[config.mk]
export PLATFORM = sky130hd
export DESIGN_NAME = lcd_pattern_sequencer
export DESIGN_NICKNAME = d
export VERILOG_FILES = /design/src/rtl/lcd_pattern_sequencer.sv
export SDC_FILE = /design/constraint.sdc
export NUM_CORES = 1
export LEC_CHECK = 0
export ABC_AREA = 1
export CAP_MARGIN = 25
export CORE_ASPECT_RATIO = 1.4
export CORE_MARGIN = 4
export CORE_UTILIZATION = 59
export CTS_CLUSTER_DIAMETER = 80
export DETAILED_ROUTE_END_ITERATION = 7
export HOLD_SLACK_MARGIN = 0.03
export PLACE_DENSITY = 0.93
export SLEW_MARGIN = 10
export SYNTH_ARGS = -nofsm -noshare
export SYNTH_HDL_FRONTEND = slang
export SYNTH_SLANG_ARGS = --single-unit
[constraint.sdc]
create_clock -name lcd_pclk -period 15.8 [get_ports lcd_pclk]
set_clock_uncertainty 0.05 [all_clocks]
set_input_delay 2.37 -clock lcd_pclk [delete_from_list [all_inputs] [get_ports lcd_pclk]]
set_output_delay 2.37 -clock lcd_pclk [all_outputs]
set_load 0.005 [all_outputs]
[src/rtl/lcd_pattern_sequencer.sv]
// LCD test-pattern generator: colour bars, gray ramp, checkerboard and border.
// Patterns advance at frame boundaries, either on request or after a frame count.
module lcd_pattern_sequencer #(
  parameter int unsigned CHECK_SHIFT = 5
) (
  input  logic        lcd_pclk,
  input  logic        rst_n,
  input  logic [10:0] pixel_xpos,
  input  logic [10:0] pixel_ypos,
  input  logic [10:0] h_disp,
  input  logic [10:0] v_disp,
  input  logic        auto_en,
  input  logic [7:0]  frames_per_pat,
  input  logic        step,
  output logic [15:0] pixel_data,
  output logic [1:0]  pat_idx,
  output logic [7:0]  frame_cnt,
  output logic        frame_start
);

  localparam logic [1:0]  PAT_BAR    = 2'd0;
  localparam logic [1:0]  PAT_RAMP   = 2'd1;
  localparam logic [1:0]  PAT_CHECK  = 2'd2;
  localparam logic [1:0]  PAT_BORDER = 2'd3;

  localparam logic [15:0] COL_WHITE = 16'hFFFF;
  localparam logic [15:0] COL_BLACK = 16'h0000;
  localparam logic [15:0] COL_RED   = 16'hF800;
  localparam logic [15:0] COL_GREEN = 16'h07E0;
  localparam logic [15:0] COL_BLUE  = 16'h001F;

  logic        origin_d_q;
  logic        step_pending_q, step_pending_d;
  logic [1:0]  pat_idx_q, pat_idx_d;
  logic [7:0]  frame_cnt_q, frame_cnt_d;
  logic        frame_start_q, frame_start_d;
  logic [15:0] pixel_q, pixel_d;

  logic        origin_s;
  logic        boundary_s;
  logic        auto_due_s;
  logic        advance_s;
  logic        in_range_s;
  logic [10:0] bar_w_s;
  logic [10:0] h_last_s;
  logic [10:0] v_last_s;

  assign origin_s   = (pixel_xpos == 11'd0) && (pixel_ypos == 11'd0);
  assign boundary_s = origin_s && !origin_d_q;
  // frames_per_pat is non-zero whenever the subtraction matters, so no underflow
  assign auto_due_s = auto_en && (frames_per_pat != 8'd0) &&
                      (frame_cnt_q >= (frames_per_pat - 8'd1));
  assign advance_s  = boundary_s && (step || step_pending_q || auto_due_s);

  assign in_range_s = (pixel_xpos < h_disp) && (pixel_ypos < v_disp);
  assign bar_w_s    = h_disp / 11'd5;
  assign h_last_s   = h_disp - 11'd1;
  assign v_last_s   = v_disp - 11'd1;

  // State register
  always_ff @(posedge lcd_pclk) begin
    if (!rst_n) begin
      origin_d_q     <= 1'b0;
      step_pending_q <= 1'b0;
      pat_idx_q      <= PAT_BAR;
      frame_cnt_q    <= 8'd0;
      frame_start_q  <= 1'b0;
      pixel_q        <= COL_BLACK;
    end else begin
      origin_d_q     <= origin_s;
      step_pending_q <= step_pending_d;
      pat_idx_q      <= pat_idx_d;
      frame_cnt_q    <= frame_cnt_d;
      frame_start_q  <= frame_start_d;
      pixel_q        <= pixel_d;
    end
  end

  // Pattern / frame-count next state
  always_comb begin
    pat_idx_d      = pat_idx_q;
    frame_cnt_d    = frame_cnt_q;
    step_pending_d = step_pending_q | step;
    frame_start_d  = boundary_s;
    if (advance_s) begin
      pat_idx_d      = pat_idx_q + 2'd1;
      frame_cnt_d    = 8'd0;
      step_pending_d = 1'b0;
    end else if (boundary_s) begin
      frame_cnt_d    = frame_cnt_q + 8'd1;
    end else begin
      frame_cnt_d    = frame_cnt_q;
    end
  end

  // Pixel colour for the current coordinate under the pre-edge pattern
  always_comb begin
    pixel_d = COL_BLACK;
    if (!in_range_s) begin
      pixel_d = COL_BLACK;
    end else begin
      case (pat_idx_q)
        PAT_BAR: begin
          if (pixel_xpos < bar_w_s) begin
            pixel_d = COL_WHITE;
          end else if (pixel_xpos < (bar_w_s << 1)) begin
            pixel_d = COL_BLACK;
          end else if (pixel_xpos < (bar_w_s * 11'd3)) begin
            pixel_d = COL_RED;
          end else if (pixel_xpos < (bar_w_s << 2)) begin
            pixel_d = COL_GREEN;
          end else begin
            pixel_d = COL_BLUE;
          end
        end
        PAT_RAMP: begin
          pixel_d = {pixel_xpos[8:4], pixel_xpos[8:3], pixel_xpos[8:4]};
        end
        PAT_CHECK: begin
          if (pixel_xpos[CHECK_SHIFT] ^ pixel_ypos[CHECK_SHIFT]) begin
            pixel_d = COL_WHITE;
          end else begin
            pixel_d = COL_BLACK;
          end
        end
        PAT_BORDER: begin
          if ((pixel_xpos == 11'd0) || (pixel_xpos == h_last_s) ||
              (pixel_ypos == 11'd0) || (pixel_ypos == v_last_s)) begin
            pixel_d = COL_RED;
          end else begin
            pixel_d = COL_BLUE;
          end
        end
        default: begin
          pixel_d = COL_BLACK;
        end
      endcase
    end
  end

  assign pixel_data  = pixel_q;
  assign pat_idx     = pat_idx_q;
  assign frame_cnt   = frame_cnt_q;
  assign frame_start = frame_start_q;

endmodule

==> out/metrics.yaml <==
pwr:
  combinationalPowerShare_pct: 71.6
  pwr-share-seq_pct: 16.0
  irDropWorstVdd_v: 0.0000890
  switching_share_pct: 48.3
  p_leak_nw: 2.71
  p_per_area_mw_per_mm2: 87.9
  intPower_w: 0.000250
  fin_total_pwr_w: 0.000484
  switching_power_w: 0.000234
  clock_power_share_pct: 12.4
flow_run:
  drv_cap: 0
timing:
  worst_slew_pin_slew_ns: 0.590
  slew_headroom_pct: 60.5
  rsz0062_at_grt: "no"
  fin_setup_tns_ns: 0
  hold_slack_ns: 0.460
  hold_viol_final: 0
  fmaxAchievable_mhz: 118
  setup_violations: 0
  post-route-period-util_pct: 53.6
  finalMaxSlewViolations: 0
  fin_crit_ns: 8.46
cts:
  cts.sinks: 29
  cts_resized: 0
  worstSkewPairLatency_ns: 0.28
  clockBufferDepth: 2
  cts_setup_buffers: 0
  path_clk_slew_ns: 0.07
  hold_buffers: 0
  cts_made_buffers: 5
  cts_root_buf: "clkbuf_8"
  cts_tree: "built"
  htree_levels: 2
yosys:
  synth.most_common_cell: "nand2_1"
  async_flop_share_pct: 0
  synth.area.top_cells: "ha_1 (24%), dfxtp_1 (13%), nand2_1 (9.0%)"
  synth_seq_cells: 29
  synthDistinctLibCells: 40
  ys_warn_count: 0
  synth_edf_count: 0
  synth_ff_type: "dfxtp_1"
  netlist.top_cell.by_area: "ha_1"
  syn_area_sq_mm: 0.00448
  yosysTopAreaCellShare_pct: 23.7
  syn_inst: 643
  synth.avg_cell_area_sq_um: 6.97
  ys_top_cells_by_count: "nand2_1 (107), ha_1 (85), inv_1 (84), a21oi_1 (52), nand3_1 (45)"
  ys_seq_area_share_pct: 13.0
  synthesis.nets: 785
critical_path:
  crit_family: "simple AND/OR/NAND/NOR gates"
  critPathKind: "input port to flop"
  reg2reg_to: "frame_cnt[4]$_SDFFE_PP0P_"
  cp_slowest_stage_delay_ns: 0.58
  worstSetupEndpointType: "flop"
  r2r_slack_ns: 12.99
  critical-path-slowest-cell: "clkdlybuf4s50_1"
  cp.arrival_ns: 8.58
  crit_fanout: 6
  crit_path_start_kind: "input port"
  cp_common_cell: "nand2_2"
  critPathBufInv: 9
  critPathRequiredTime_ns: 15.92
  crit-reg2reg-launch: "frame_cnt[0]$_SDFFE_PP0P_"
  endpoint: "pixel_data[0]$_SDFF_PN0_"
  startpoint: "h_disp[8]"
  worst-path-stages: 52
  reg2reg_depth: 17
layout:
  antenna_cells: 0
  final_cells: 828
  area_growth_pct: 22.9
  design_area_sq_mm: 0.00551
  fin_nets: 872
  fillCellCount: 547
  drive_gt1_share_pct: 10.8
  multi_input_area_sq_mm: 0.00352
  seq_area_sq_um: 581
place:
  dpl.hpwl_um: 9890
  placed_cells: 820
  port_buffers: 82
  placed_area_sq_mm: 0.00542
  routabilityCongestion: 0.923
global_routing:
  grt_max_degree: 17
  grt_pass1_vias: 4803
  grt_pass1_wl_um: 19800
  grtUsageTotal_pct: 26.6
  grt-ovfl-total: 0
  grt_antenna_before_repair: 0
floorplanning:
  num_rows: 37
  die_h_um: 111
  io_pins: 83
  die_w_um: 81.7
  die_area_sq_mm: 0.00907
  core-area_sq_mm: 0.00736
  start_util_pct: 60.9
routing:
  ant_nets: 0
  routedWlPerCell_um: 14.3
  drt-vias-per-instance: 5.63
  drt_wl_total_um: 11800
  firstDrtPassIters: 4
  vias: 4664
  drt-initial-drc-count: 211
  drc_errors: 0
hold_path:
  hold_class: "flop to flop"
run_status:
  outcome: "complete, no violations"
how the worst min path moves through the flow:
| stage | start | endpoint | cells past startpoint |
|---|---|---|---|
| global route | step_pending_q$_SDFF_PP0_ | step_pending_q$_SDFF_PP0_ | 2 |
| CTS | frame_cnt[7]$_SDFFE_PP0P_ | frame_cnt[7]$_SDFFE_PP0P_ | 2 |
| finish | frame_cnt[7]$_SDFFE_PP0P_ | frame_cnt[7]$_SDFFE_PP0P_ | 2 |
| floorplan | step_pending_q$_SDFF_PP0_ | step_pending_q$_SDFF_PP0_ | 2 |
| global placement | step_pending_q$_SDFF_PP0_ | step_pending_q$_SDFF_PP0_ | 2 |
| detailed placement | step_pending_q$_SDFF_PP0_ | step_pending_q$_SDFF_PP0_ | 2 |
flip-flops by register name, summed over array words and instances, names as in the netlist:
register,count
frame_cnt,8
frame_start,1
origin_d_q,1
pat_idx,2
pixel_data,16
step_pending_q,1
stage by stage:
stage | setup slack [ns] | util (%)
floorplan | 8.33 | -
global placement | 7.40 | 73.6
detailed placement | 7.08 | 73.6
CTS | 7.35 | 74.8
global route | 6.73 | 74.8
finish | 7.34 | 74.8
layout make-up:
type | instances | share of cell area [%]
clock buffers | 5 | 1.25
clock inverters | 3 | 0.318
inverters | 98 | 6.73
multi-input cells | 513 | 63.9
flip-flops and latches | 29 | 10.5
well taps | 97 | 2.20
repair buffers | 83 | 15.0
per-layer routing:
metal	up-vias	GRT usage, %	part of all wire (%)
met5	-	0	0
met4	0	14.9	4.3
met3	47	2.68	5.9
met2	163	52.0	54
li1	2327	-	-
met1	2127	25.4	36
logic make-up (layout without fill, tap and decap cells):
group                      Yosys count  in the layout  synth area share, %
and+or+nand+nor                    274            274                 31.3
AOI/OAI and AO/OA                  103            103                 13.3
buffers and inverters              101            189                 8.51
adders and majority gates           86             86                 24.2
xor gates and xnor gates            50             50                 9.77
DFF                                 29             29                 13.0
worst reg2reg max path, cell delays in order (launching register included):
cell and delay, ns:
dfxtp_1 0.42, inv_1 0.09, ha_1 0.27, o21ai_0 0.16, nand2_1 0.09, a21oi_1 0.16, o21bai_1 0.08, a21oi_1 0.14
o21bai_1 0.09, a21oi_1 0.13, nor2_1 0.05, o211ai_1 0.22, nand2_1 0.10, nand2_1 0.15, inv_1 0.06, nor2_1 0.13
inv_1 0.16, nor3b_1 0.21
power groups by stage:
| stage | Sequential [W] | Combinational (W) | Clock, W |
|---|---|---|---|
| global route | 0.0000779 | 0.000399 | 0.0000637 |
| global placement | 0.0000792 | 0.000325 | 0 |
| detailed placement | 0.0000793 | 0.000343 | 0 |
| finish | 0.0000776 | 0.000346 | 0.0000599 |
| floorplan | 0.0000795 | 0.000256 | 0 |
| CTS | 0.0000777 | 0.000346 | 0.0000602 |
layout by cell type (no fill, tap or decap), types with 3 or more instances in the layout:
cell type / n
nand2_4: 9
dfxtp_1: 29
clkdlybuf4s50_1: 82
xnor2_1: 14
nor4_1: 5
nand2_2: 27
nor2_1: 33
nand3_1: 45
nand4_1: 17
xor2_1: 36
a21o_1: 3
a21oi_2: 7
o21ai_0: 26
inv_2: 11
ha_1: 85
inv_1: 84
nand2_1: 107
a21oi_1: 52
o21bai_1: 5
or2_2: 3
nand3_2: 9
nor3_1: 11
clkbuf_8: 5
Power figures use the tool's default switching activity.
